File: src/rtl/flag_period_mon.sv
// flag_period_mon: measures clocks between successive single-cycle flags, locks
// after LOCK_CNT consecutive correct periods, reports mismatches and timeouts.
// Ports: clk, rst (async, active-high), pi_flag in; period/period_vld,
// locked, err, to_err out. All outputs registered; latency 1 from the flag.
module flag_period_mon #(
  parameter int CNT_W      = 8,
  parameter int EXP_PERIOD = 4,
  parameter int LOCK_CNT   = 3,
  parameter int TIMEOUT    = 8
) (
  input  logic             clk,
  input  logic             rst,
  input  logic             pi_flag,
  output logic [CNT_W-1:0] period,
  output logic             period_vld,
  output logic             locked,
  output logic             err,
  output logic             to_err
);

  typedef enum logic [1:0] {
    IDLE = 2'd0,
    ACQ  = 2'd1,
    LOCK = 2'd2
  } state_t;

  localparam logic [CNT_W-1:0] EXP_P  = CNT_W'(EXP_PERIOD);
  localparam logic [CNT_W-1:0] TO_P   = CNT_W'(TIMEOUT);
  localparam logic [3:0]       LOCK_N = 4'(LOCK_CNT);

  state_t           state;
  logic [CNT_W-1:0] cnt;
  logic [3:0]       good_cnt;

  // cnt holds the number of clocks since the last flag, so in a flag cycle
  // it is directly the measured period.
  logic period_ok;
  logic lock_next;
  logic timeout_hit;

  assign period_ok   = (cnt == EXP_P);
  assign lock_next   = ((good_cnt + 4'd1) == LOCK_N);
  // A flag in the timeout cycle wins: it is measured, not timed out.
  assign timeout_hit = (cnt == TO_P) && !pi_flag;

  always_ff @(posedge clk or posedge rst) begin
    if (rst) begin
      state      <= IDLE;
      cnt        <= '0;
      good_cnt   <= '0;
      period     <= '0;
      period_vld <= 1'b0;
      locked     <= 1'b0;
      err        <= 1'b0;
      to_err     <= 1'b0;
    end else begin
      // Pulse outputs default low; period and locked hold.
      period_vld <= 1'b0;
      err        <= 1'b0;
      to_err     <= 1'b0;

      unique case (state)
        IDLE: begin
          cnt <= '0;
          if (pi_flag) begin
            // First flag only sets the reference; nothing to measure yet.
            // Loading 1 keeps the next measurement aligned with the flag.
            state    <= ACQ;
            good_cnt <= '0;
            cnt      <= CNT_W'(1);
          end
        end

        ACQ: begin
          if (pi_flag) begin
            cnt        <= CNT_W'(1);
            period     <= cnt;
            period_vld <= 1'b1;
            if (period_ok) begin
              if (lock_next) begin
                state    <= LOCK;
                locked   <= 1'b1;
                good_cnt <= '0;
              end else begin
                good_cnt <= good_cnt + 4'd1;
              end
            end else begin
              // Wrong period: this flag becomes the new reference.
              err      <= 1'b1;
              good_cnt <= '0;
            end
          end else if (timeout_hit) begin
            to_err   <= 1'b1;
            state    <= IDLE;
            cnt      <= '0;
            good_cnt <= '0;
          end else begin
            cnt <= cnt + CNT_W'(1);
          end
        end

        LOCK: begin
          if (pi_flag) begin
            cnt        <= CNT_W'(1);
            period     <= cnt;
            period_vld <= 1'b1;
            if (!period_ok) begin
              err      <= 1'b1;
              locked   <= 1'b0;
              state    <= ACQ;
              good_cnt <= '0;
            end
          end else if (timeout_hit) begin
            to_err   <= 1'b1;
            locked   <= 1'b0;
            state    <= IDLE;
            cnt      <= '0;
            good_cnt <= '0;
          end else begin
            cnt <= cnt + CNT_W'(1);
          end
        end

        default: begin
          state    <= IDLE;
          cnt      <= '0;
          good_cnt <= '0;
          locked   <= 1'b0;
        end
      endcase
    end
  end

endmodule

File: config.mk
export PLATFORM = sky130hd
export DESIGN_NAME = flag_period_mon
export DESIGN_NICKNAME = d
export VERILOG_FILES = /design/src/rtl/flag_period_mon.sv
export SDC_FILE = /design/constraint.sdc
export NUM_CORES = 1
export LEC_CHECK = 0
export BUFFER_PORTS_ARGS = -buffer_cell sky130_fd_sc_hd__clkbuf_2
export CAP_MARGIN = 20
export CORE_MARGIN = 4
export CORE_UTILIZATION = 52
export CTS_CLUSTER_SIZE = 20
export DETAILED_ROUTE_END_ITERATION = 12
export GPL_TIMING_DRIVEN = 0
export PLACE_DENSITY = 0.74
export SLEW_MARGIN = 10
export SYNTH_ARGS = -nofsm -noshare
export SYNTH_HDL_FRONTEND = slang
export SYNTH_SLANG_ARGS = --single-unit
File: constraint.sdc
create_clock -name clk -period 2.2 [get_ports clk]
set_clock_uncertainty 0.05 [all_clocks]
set_input_delay 0.44 -clock clk [delete_from_list [all_inputs] [get_ports clk]]
set_output_delay 0.44 -clock clk [all_outputs]
set_load 0.05 [all_outputs]
---- Yosys cells after proc, flatten, opt, wreduce, memory -nomap -nowiden ----
Index checks and enable logic that the tools add are counted.
cells by class
  add/sub/neg operators ................... 2
  equality and inequality tests ........... 13
  multiplexer cells ....................... 35
  bitwise gates (word level) .............. 1
  reduce and logical (&&, ||, !) cells .... 8
operator list
  kind                 count
  $mux 4               7
  $mux 8               2
  $pmux 8 s2           1
  $mux 1               15
  $mux 2               7
  $ne 3x3->1 const B   4
  $pmux 4 s3           1
  $add 8x1->8 const B  1
  $eq 8x3->1 const B   1
  $eq 8x4->1 const B   1
  $ne 2x2->1 const B   4
  $pmux 2 s3           1
  $reduce_and 6->1     1
  $add 4x1->4 const B  1
  $eq 4x2->1 const B   1
  $reduce_and 2->1     2
  $reduce_and 4->1     1
  $pmux 1 s3           1
  $eq 2x1->1 const B   1
  $eq 2x2->1 const B   1
  $logic_not 2->1      1
  $reduce_or 2->1      1
  $logic_and 1x1->1    1
  $logic_not 1->1      1
  $not 1->1            1
storage, ports and cells
  flip-flop bits (word level) ............. 26
  input bits .............................. 3
  output and inout bits ................... 12
  logic and storage cells ................. 67

---- Logic depth before layout (Yosys ltp) ----
Gate-level depths: netlist of the first run.
  depth in word-level cells ............... 6
  gate-level depth with buffers ........... 7
  mapped depth without buffers ............ 7

---- Least setup slack after synthesis of the first run ----
Ideal clock, no wire load.
  path type ............................... register -> register
  start point ............................. register cnt[0]
  end point ............................... register state[0]
  library setup time ...................... 125 ps
  arrival ................................. 2054 ps
  data required time ...................... 2025 ps
  path slack .............................. -29 ps
  stages on the path, launching flop included .. 8
  path buffers ............................ 0
  period minus slack after synthesis ...... 2229 ps
  path through ............................ dfrtp_1 > inv_1 > ha_1 > or3b_4 > or4_4 > o22ai_4 > a31oi_2 > mux2_4
between the ends
  longest elaborated chain between the ends .. 5
  elaborated cells on any way between the ends .. 10
  classes of those cells .................. eq/ne: 4; mux: 4; reduce/logical: 2
ends and longest elaborated chain
  item                       line  text
  from (decl)                32    logic [CNT_W-1:0] cnt;
  from (signal assigned)     98    cnt <= cnt + CNT_W'(1);
  from (signal assigned)     120   cnt <= cnt + CNT_W'(1);
  $eq 8x4->1                 44    assign timeout_hit = (cnt == TO_P) && !pi_flag;
  $logic_and 1x1->1          44
  $mux 2                     --
  $mux 2 (on tied branches)  --
  $pmux 2 s3                 --
  to (signal assigned)       48    state <= IDLE;
  to (signal assigned)       68    state <= ACQ;
  to (signal assigned)       81    state <= LOCK;
  to (decl)                  31    state_t state;
Parallel ways exist; a longest one is shown, timed or not.
A chain may end at the register's enable or synchronous reset.

---- Worst setup path in the final report of the first run ----
Ends and elaborated chain as after synthesis.

==> impl_metrics.env, run 1 <==
export IMPL_routed_antenna_nets=0
export IMPL_worstPathRequired_ns=2.38
export IMPL_detailroute_via_count=1186
export IMPL_grt_util_all_layers_pct=19.2
export IMPL_syn_cell_area_um2=1450
export IMPL_mostFrequentLayoutCell="dfrtp_1"
export IMPL_first_pass_iters=4
export IMPL_power_switching_fraction_pct=41.8
export IMPL_antenna_found_initial=0
export IMPL_rows=18
export IMPL_synth_main_ff_cell="dfrtp_1"
export IMPL_grt_max_degree=27
export IMPL_ys_seq_area_share_pct=44.9
export IMPL_final_number_of_setup_violating_endpoints=1
export IMPL_die_w_um=60.8
export IMPL_number_of_global_route_vias_before_repair=1111
export IMPL_synth_lib_cells_used_distinct=41
export IMPL_share_of_layout_cells_above_drive_strength_1_pct=27.2
export IMPL_timing_hold_violations_final=0
export IMPL_start_kind="flop"
export IMPL_pwr_share_comb_pct=49.5
export IMPL_routed_wire_length_per_instance_um=15.6
export IMPL_floorplan_initialDensity_pct=56.4
export IMPL_max_freq_mhz=451
export IMPL_slew_headroom_pct=65.3
export IMPL_synth_avg_cell_area_um2=9.79
export IMPL_design_power_total_mw=1.84
export IMPL_p_per_area_nw_per_um2=1070
export IMPL_clockRootBuffer="clkbuf_4"
export IMPL_period_share_pct=101
export IMPL_core_area_um2=2570
export IMPL_number_of_buffers_created_by_cts=3
export IMPL_leakage_nw=0.805
export IMPL_syn2layout_area_growth_pct=18.4
export IMPL_clkTransAtPathRegs_ns=0.14
export IMPL_fin_nets=185
export IMPL_via_to_cell_ratio=5.84
export IMPL_die_height_um=60.8
export IMPL_synth_edf_count=0
export IMPL_cp_max_fo=6
export IMPL_largest_voltage_drop_on_the_vdd_net_uv=639
export IMPL_dr_first_iter_drc_count=58
export IMPL_timing_critical_path_to_type="flop"
export IMPL_worst_ep_arrival_time_ns=2.40
export IMPL_ys_warnings_count=0
export IMPL_holdCritPathClass="input pin to asynchronous set/reset pin"
export IMPL_grt_pass1_wl_um=5240
export IMPL_maxCapViolations=0
export IMPL_synth_ff_latch_count=26
export IMPL_synthesis_nets=159
export IMPL_design_portCount=15
export IMPL_criticalPathCategory="flop to flop"
export IMPL_min_period_ns=2.22
export IMPL_postRouteWirelength_um=3170
export IMPL_violations_in_the_final_reports="negative setup slack"
export IMPL_rsz0062_at_grt="true"
export IMPL_whs_ns=0.0347
export IMPL_grt_overflow_total=0
export IMPL_fp_dieArea_um2=3690
export IMPL_status="complete, but fails checks"
export IMPL_htree_levels=1
export IMPL_seq_power_share_pct=32.5
export IMPL_p_clk_share_pct=18.0
export IMPL_commonest_cells_after_routing_fill_and_taps_aside="26 x dfrtp_1, 15 x clkbuf_2, 14 x nor2_1"
export IMPL_tritoncts="built"
export IMPL_finalSetupTns_ns=-0.0167
export IMPL_dp_hpwl_um=2170
export IMPL_power_internal_mw=1.07
export IMPL_ys_async_sr_fraction_pct=100
export IMPL_globalplace_congestion=0.826
export IMPL_tightest_slew_ns=0.520
export IMPL_final_fill_count=200
export IMPL_post_layout_worst_setup_margin_ns=-0.0167
export IMPL_cts_sinks=26
export IMPL_clock_latency_ns=0.32
export IMPL_final_core_util_pct=66.8
export IMPL_synthesized_netlist_cell_count=148
export IMPL_port_buffers=14
export IMPL_n_antenna_cell=0
export IMPL_post_route_drc_count=0
export IMPL_p_switching_mw=0.767
export IMPL_cts_max_path_buffers=2
export IMPL_slew_violations=0
-- synthesized netlist by cell type, types with 2 or more instances --
library cell  count  share of area, %
a21oi_1           8               2.8
nor4_1            2              0.86
nor3_1            2              0.69
nand3_1           3               1.0
clkbuf_1          5               1.3
and3_1            3               1.3
ha_1              8               6.9
xnor2_1           3               1.8
o211ai_1          2               1.0
dfrtp_1          26                45
nor2_1           14               3.6
or2_2             2              0.86
nand2_1          12               3.1
nand2b_1          2              0.86
mux2_2            5               3.9
o22ai_1           2              0.86
a31oi_1           5               2.2
o21ai_0           6               2.1
xor2_1            3               1.8
inv_1            14               3.6
-- critical path, cell delays in order, from the launching register on --
cell and delay, ns:
dfrtp_1 0.43, inv_2 0.08, ha_1 0.14, or3b_4 0.41, or4_4 0.48, o22ai_4 0.17, a31oi_4 0.06, mux2_4 0.31
-- state kept, by name (all words and copies together), names as in the netlist --
signal,flops
cnt,8
err,1
good_cnt,4
locked,1
period,8
period_vld,1
state,2
to_err,1
-- final cells by class --
cell class | instances | area, um^2 | area share [%]
plain buffers | 6 | 25.0 | 1.46
clock inverters | 1 | 30.0 | 1.75
inverters | 14 | 52.6 | 3.06
flip-flops and latches | 26 | 651 | 37.9
well taps | 30 | 37.5 | 2.19
clock buffers | 3 | 22.5 | 1.31
multi-input cells | 102 | 763 | 44.5
repair buffers | 21 | 134 | 7.80
-- logic make-up after synthesis --
group                    count (synthesis)  synth area share [%]
flip-flops                              26                  44.9
AND/OR/NAND/NOR                         50                  19.3
multiplexers                             6                  4.92
adder cells (fa/ha/maj)                  8                  6.91
buffers and inverters                   20                  5.27
AO/OA/AOI/OAI                           32                  15.0
XOR/XNOR                                 6                  3.63
-- routing by layer --
layer	part of all wire (%)	vias up	track usage, %
met3	6.0	11	2.77
li1	-	570	-
met4	2.4	0	7.12
met5	0	-	0
met1	45	559	27.4
met2	46	46	29.8
-- timing repair --
item                       4_1_cts  5_1_grt
setup buffers                    4        2
resized for setup                6        5
hold buffers                     0        0
pin swaps                        3        3
setup endpoints to repair        7        8
-- through the flow --
stage	worst slack, ns	cell area (um^2)	instances
6_report	-0.0167	1720	203
3_3_place_gp	-0.223	1560	192
5_1_grt	-0.0798	1720	203
4_1_cts	-0.0184	1670	200
2_1_floorplan	0.0218	1450	148
3_5_place_dp	-0.232	1560	192
-- power by group through the flow --
stage	clock [mW]	combinational (mW)	sequential, mW
2_1_floorplan	0	0.500	0.712
3_3_place_gp	0	0.746	0.606
3_5_place_dp	0	0.768	0.610
4_1_cts	0.336	0.854	0.596
5_1_grt	0.355	0.981	0.604
6_report	0.331	0.909	0.597
-- final timing paths --
check                      startpoint        end  slack, ns  cells past startpoint
setup / recovery               cnt[0]   state[0]      -0.02                      7
hold / removal                    rst     to_err       0.03                      2
setup reg to reg               cnt[0]   state[0]      -0.02                      7
hold reg to reg             period[2]  period[2]       0.45                      2
max in group asynchronous         rst     cnt[2]       1.60                      3
min in group clk            period[2]  period[2]       0.45                      2
(Power assumes the default switching activity.)
==> inputs of run 2 (changes only) <==
Settings changed: CORE_MARGIN 4 to 1.5.
==> run 2 against run 1 <==
  * Critical path type unchanged
  * Worst hold slack got worse by 0.0037 ns
  * Final area up 5.3%
  * Sequential power about the same
  * Sequential share of layout area decreased by 1.9 points
  * Final cell count rose by 2.5%
  * Highest routed layer unchanged
  * Routed wire length up 4.7%
  * Non-clock buffer count up 5
  * Clock-buffer cell count unchanged
  * Power up 6.3%
  * Clock power about the same
  * The run still ends with negative setup slack left
  * Combinational power rose by 13%
==> impl_metrics.env, run 2 (synthesis results as in run 1) <==
export IMPL_status="complete, but fails checks"
export IMPL_violations_in_the_final_reports="negative setup slack"
export IMPL_post_route_drc_count=0
export IMPL_design_power_total_mw=1.95
export IMPL_cp_max_fo=5
export IMPL_share_of_layout_cells_above_drive_strength_1_pct=32.0
export IMPL_dr_first_iter_drc_count=47
export IMPL_die_w_um=55.8
export IMPL_port_buffers=14
export IMPL_via_to_cell_ratio=5.98
export IMPL_htree_levels=1
export IMPL_period_share_pct=102
export IMPL_slew_headroom_pct=63.2
export IMPL_mostFrequentLayoutCell="dfrtp_1"
export IMPL_placement_setup_worst_slack_ns=-0.263
export IMPL_finalSetupTns_ns=-0.105
export IMPL_fp_dieArea_um2=3110
export IMPL_start_kind="flop"
export IMPL_max_freq_mhz=444
export IMPL_grt_pass1_wl_um=5090
export IMPL_tritoncts="built"
export IMPL_worst_ep_arrival_time_ns=2.47
export IMPL_clock_latency_ns=0.33
export IMPL_grt_max_degree=27
export IMPL_timing_reg2reg_setup_slack_ns=-0.05
export IMPL_postRouteWirelength_um=3320
export IMPL_routed_wire_length_per_instance_um=16.0
export IMPL_layout_top_registers="cnt x8, period x8, good_cnt x4"
export IMPL_worst_r2r_startpoint="cnt[0]"
export IMPL_maxCapViolations=0
export IMPL_globalplace_congestion=0.785
export IMPL_detailroute_via_count=1244
export IMPL_core_area_um2=2570
export IMPL_p_per_area_nw_per_um2=1080
export IMPL_leakage_nw=0.839
export IMPL_timing_critical_path_to_type="flop"
export IMPL_number_of_global_route_vias_before_repair=1149
export IMPL_antenna_found_initial=0
export IMPL_n_antenna_cell=0
export IMPL_grt_util_all_layers_pct=20.5
export IMPL_clockRootBuffer="clkbuf_4"
export IMPL_whs_ns=0.0310
export IMPL_largest_voltage_drop_on_the_vdd_net_uv=856
export IMPL_routed_antenna_nets=0
export IMPL_syn2layout_area_growth_pct=24.6
export IMPL_cts_max_path_buffers=2
export IMPL_fin_nets=190
export IMPL_slew_violations=0
export IMPL_post_layout_worst_setup_margin_ns=-0.0540
export IMPL_clkTransAtPathRegs_ns=0.14
export IMPL_number_of_cells_traversed_by_the_worst_register_to_register_path=7
export IMPL_criticalPathCategory="flop to flop"
export IMPL_grt_overflow_total=0
export IMPL_tightest_slew_ns=0.553
export IMPL_rsz0062_at_grt="true"
export IMPL_holdCritPathClass="input pin to asynchronous set/reset pin"
export IMPL_die_height_um=55.8
export IMPL_worstPathRequired_ns=2.42
export IMPL_rows=18
export IMPL_number_of_buffers_created_by_cts=3
export IMPL_commonest_cells_after_routing_fill_and_taps_aside="26 x dfrtp_1, 15 x clkbuf_2, 14 x nor2_1"
export IMPL_floorplan_initialDensity_pct=56.4
export IMPL_timing_hold_violations_final=0
export IMPL_final_number_of_setup_violating_endpoints=2
export IMPL_dp_hpwl_um=2100
export IMPL_design_portCount=15
export IMPL_first_pass_iters=4
export IMPL_cts_sinks=26
export IMPL_regToRegEndpoint="good_cnt[3]"
export IMPL_min_period_ns=2.25
==> run 2: cell count changes in the layout (fill, tap and decap cells not counted), sizes merged <==
cell / change
buf: +5
==> run 2: layout make-up <==
class	count	area (um^2)
multi-input combinational	102	803
fill	187	762
sequential	26	651
timing repair buffer	26	184
inverter	14	52.6
tap	30	37.5
clock inverter	1	30.0
buffer	6	25.0
clock buffer	3	22.5
==> run 2: how the worst max path moves through the flow <==
stage | slack (ns) | depth (start not counted) | to | from
CTS | -0.02 | 7 | state[0] | cnt[0]
global route | -0.17 | 7 | good_cnt[3] | cnt[0]
floorplan | 0.02 | 7 | state[0] | cnt[0]
detailed placement | -0.26 | 7 | state[0] | cnt[0]
global placement | -0.22 | 7 | state[0] | cnt[0]
finish | -0.05 | 7 | good_cnt[3] | cnt[0]
==> run 2: stage by stage <==
stage	instances	util [%]	cell area (um^2)
floorplan	148	-	1450
global placement	192	60.6	1560
detailed placement	192	60.6	1560
CTS	200	64.6	1660
global route	208	70.3	1810
finish	208	70.3	1810
==> run 2: layer usage <==
| metal | vias to the layer above | share of wire, % | global-route usage [%] |
|---|---|---|---|
| li1 | 579 | - | - |
| met3 | 9 | 6.1 | 3.26 |
| met2 | 55 | 46 | 32.0 |
| met4 | 0 | 2.3 | 9.76 |
| met1 | 601 | 45 | 27.8 |
| met5 | - | 0 | 0 |
==> run 2: timing repair <==
action	4_1_cts	5_1_grt
setup endpoints to repair	7	7
hold buffers	0	0
buffers inserted	4	7
pin swaps	3	9
gates resized for setup	4	14
==> run 2: worst max-delay path: stages, from the launching register on <==
cell	delay, ns
dfrtp_1	0.43
inv_2	0.10
ha_4	0.12
or3b_4	0.41
or4_4	0.49
nor4_1	0.38
o21ai_1	0.10
a21oi_1	0.13
==> run 2: power by group <==
group / total, mW / internal (mW) / switching [mW]
Clock: 0.330 / 0.184 / 0.146
Sequential: 0.595 / 0.547 / 0.0482
Combinational: 1.03 / 0.400 / 0.627
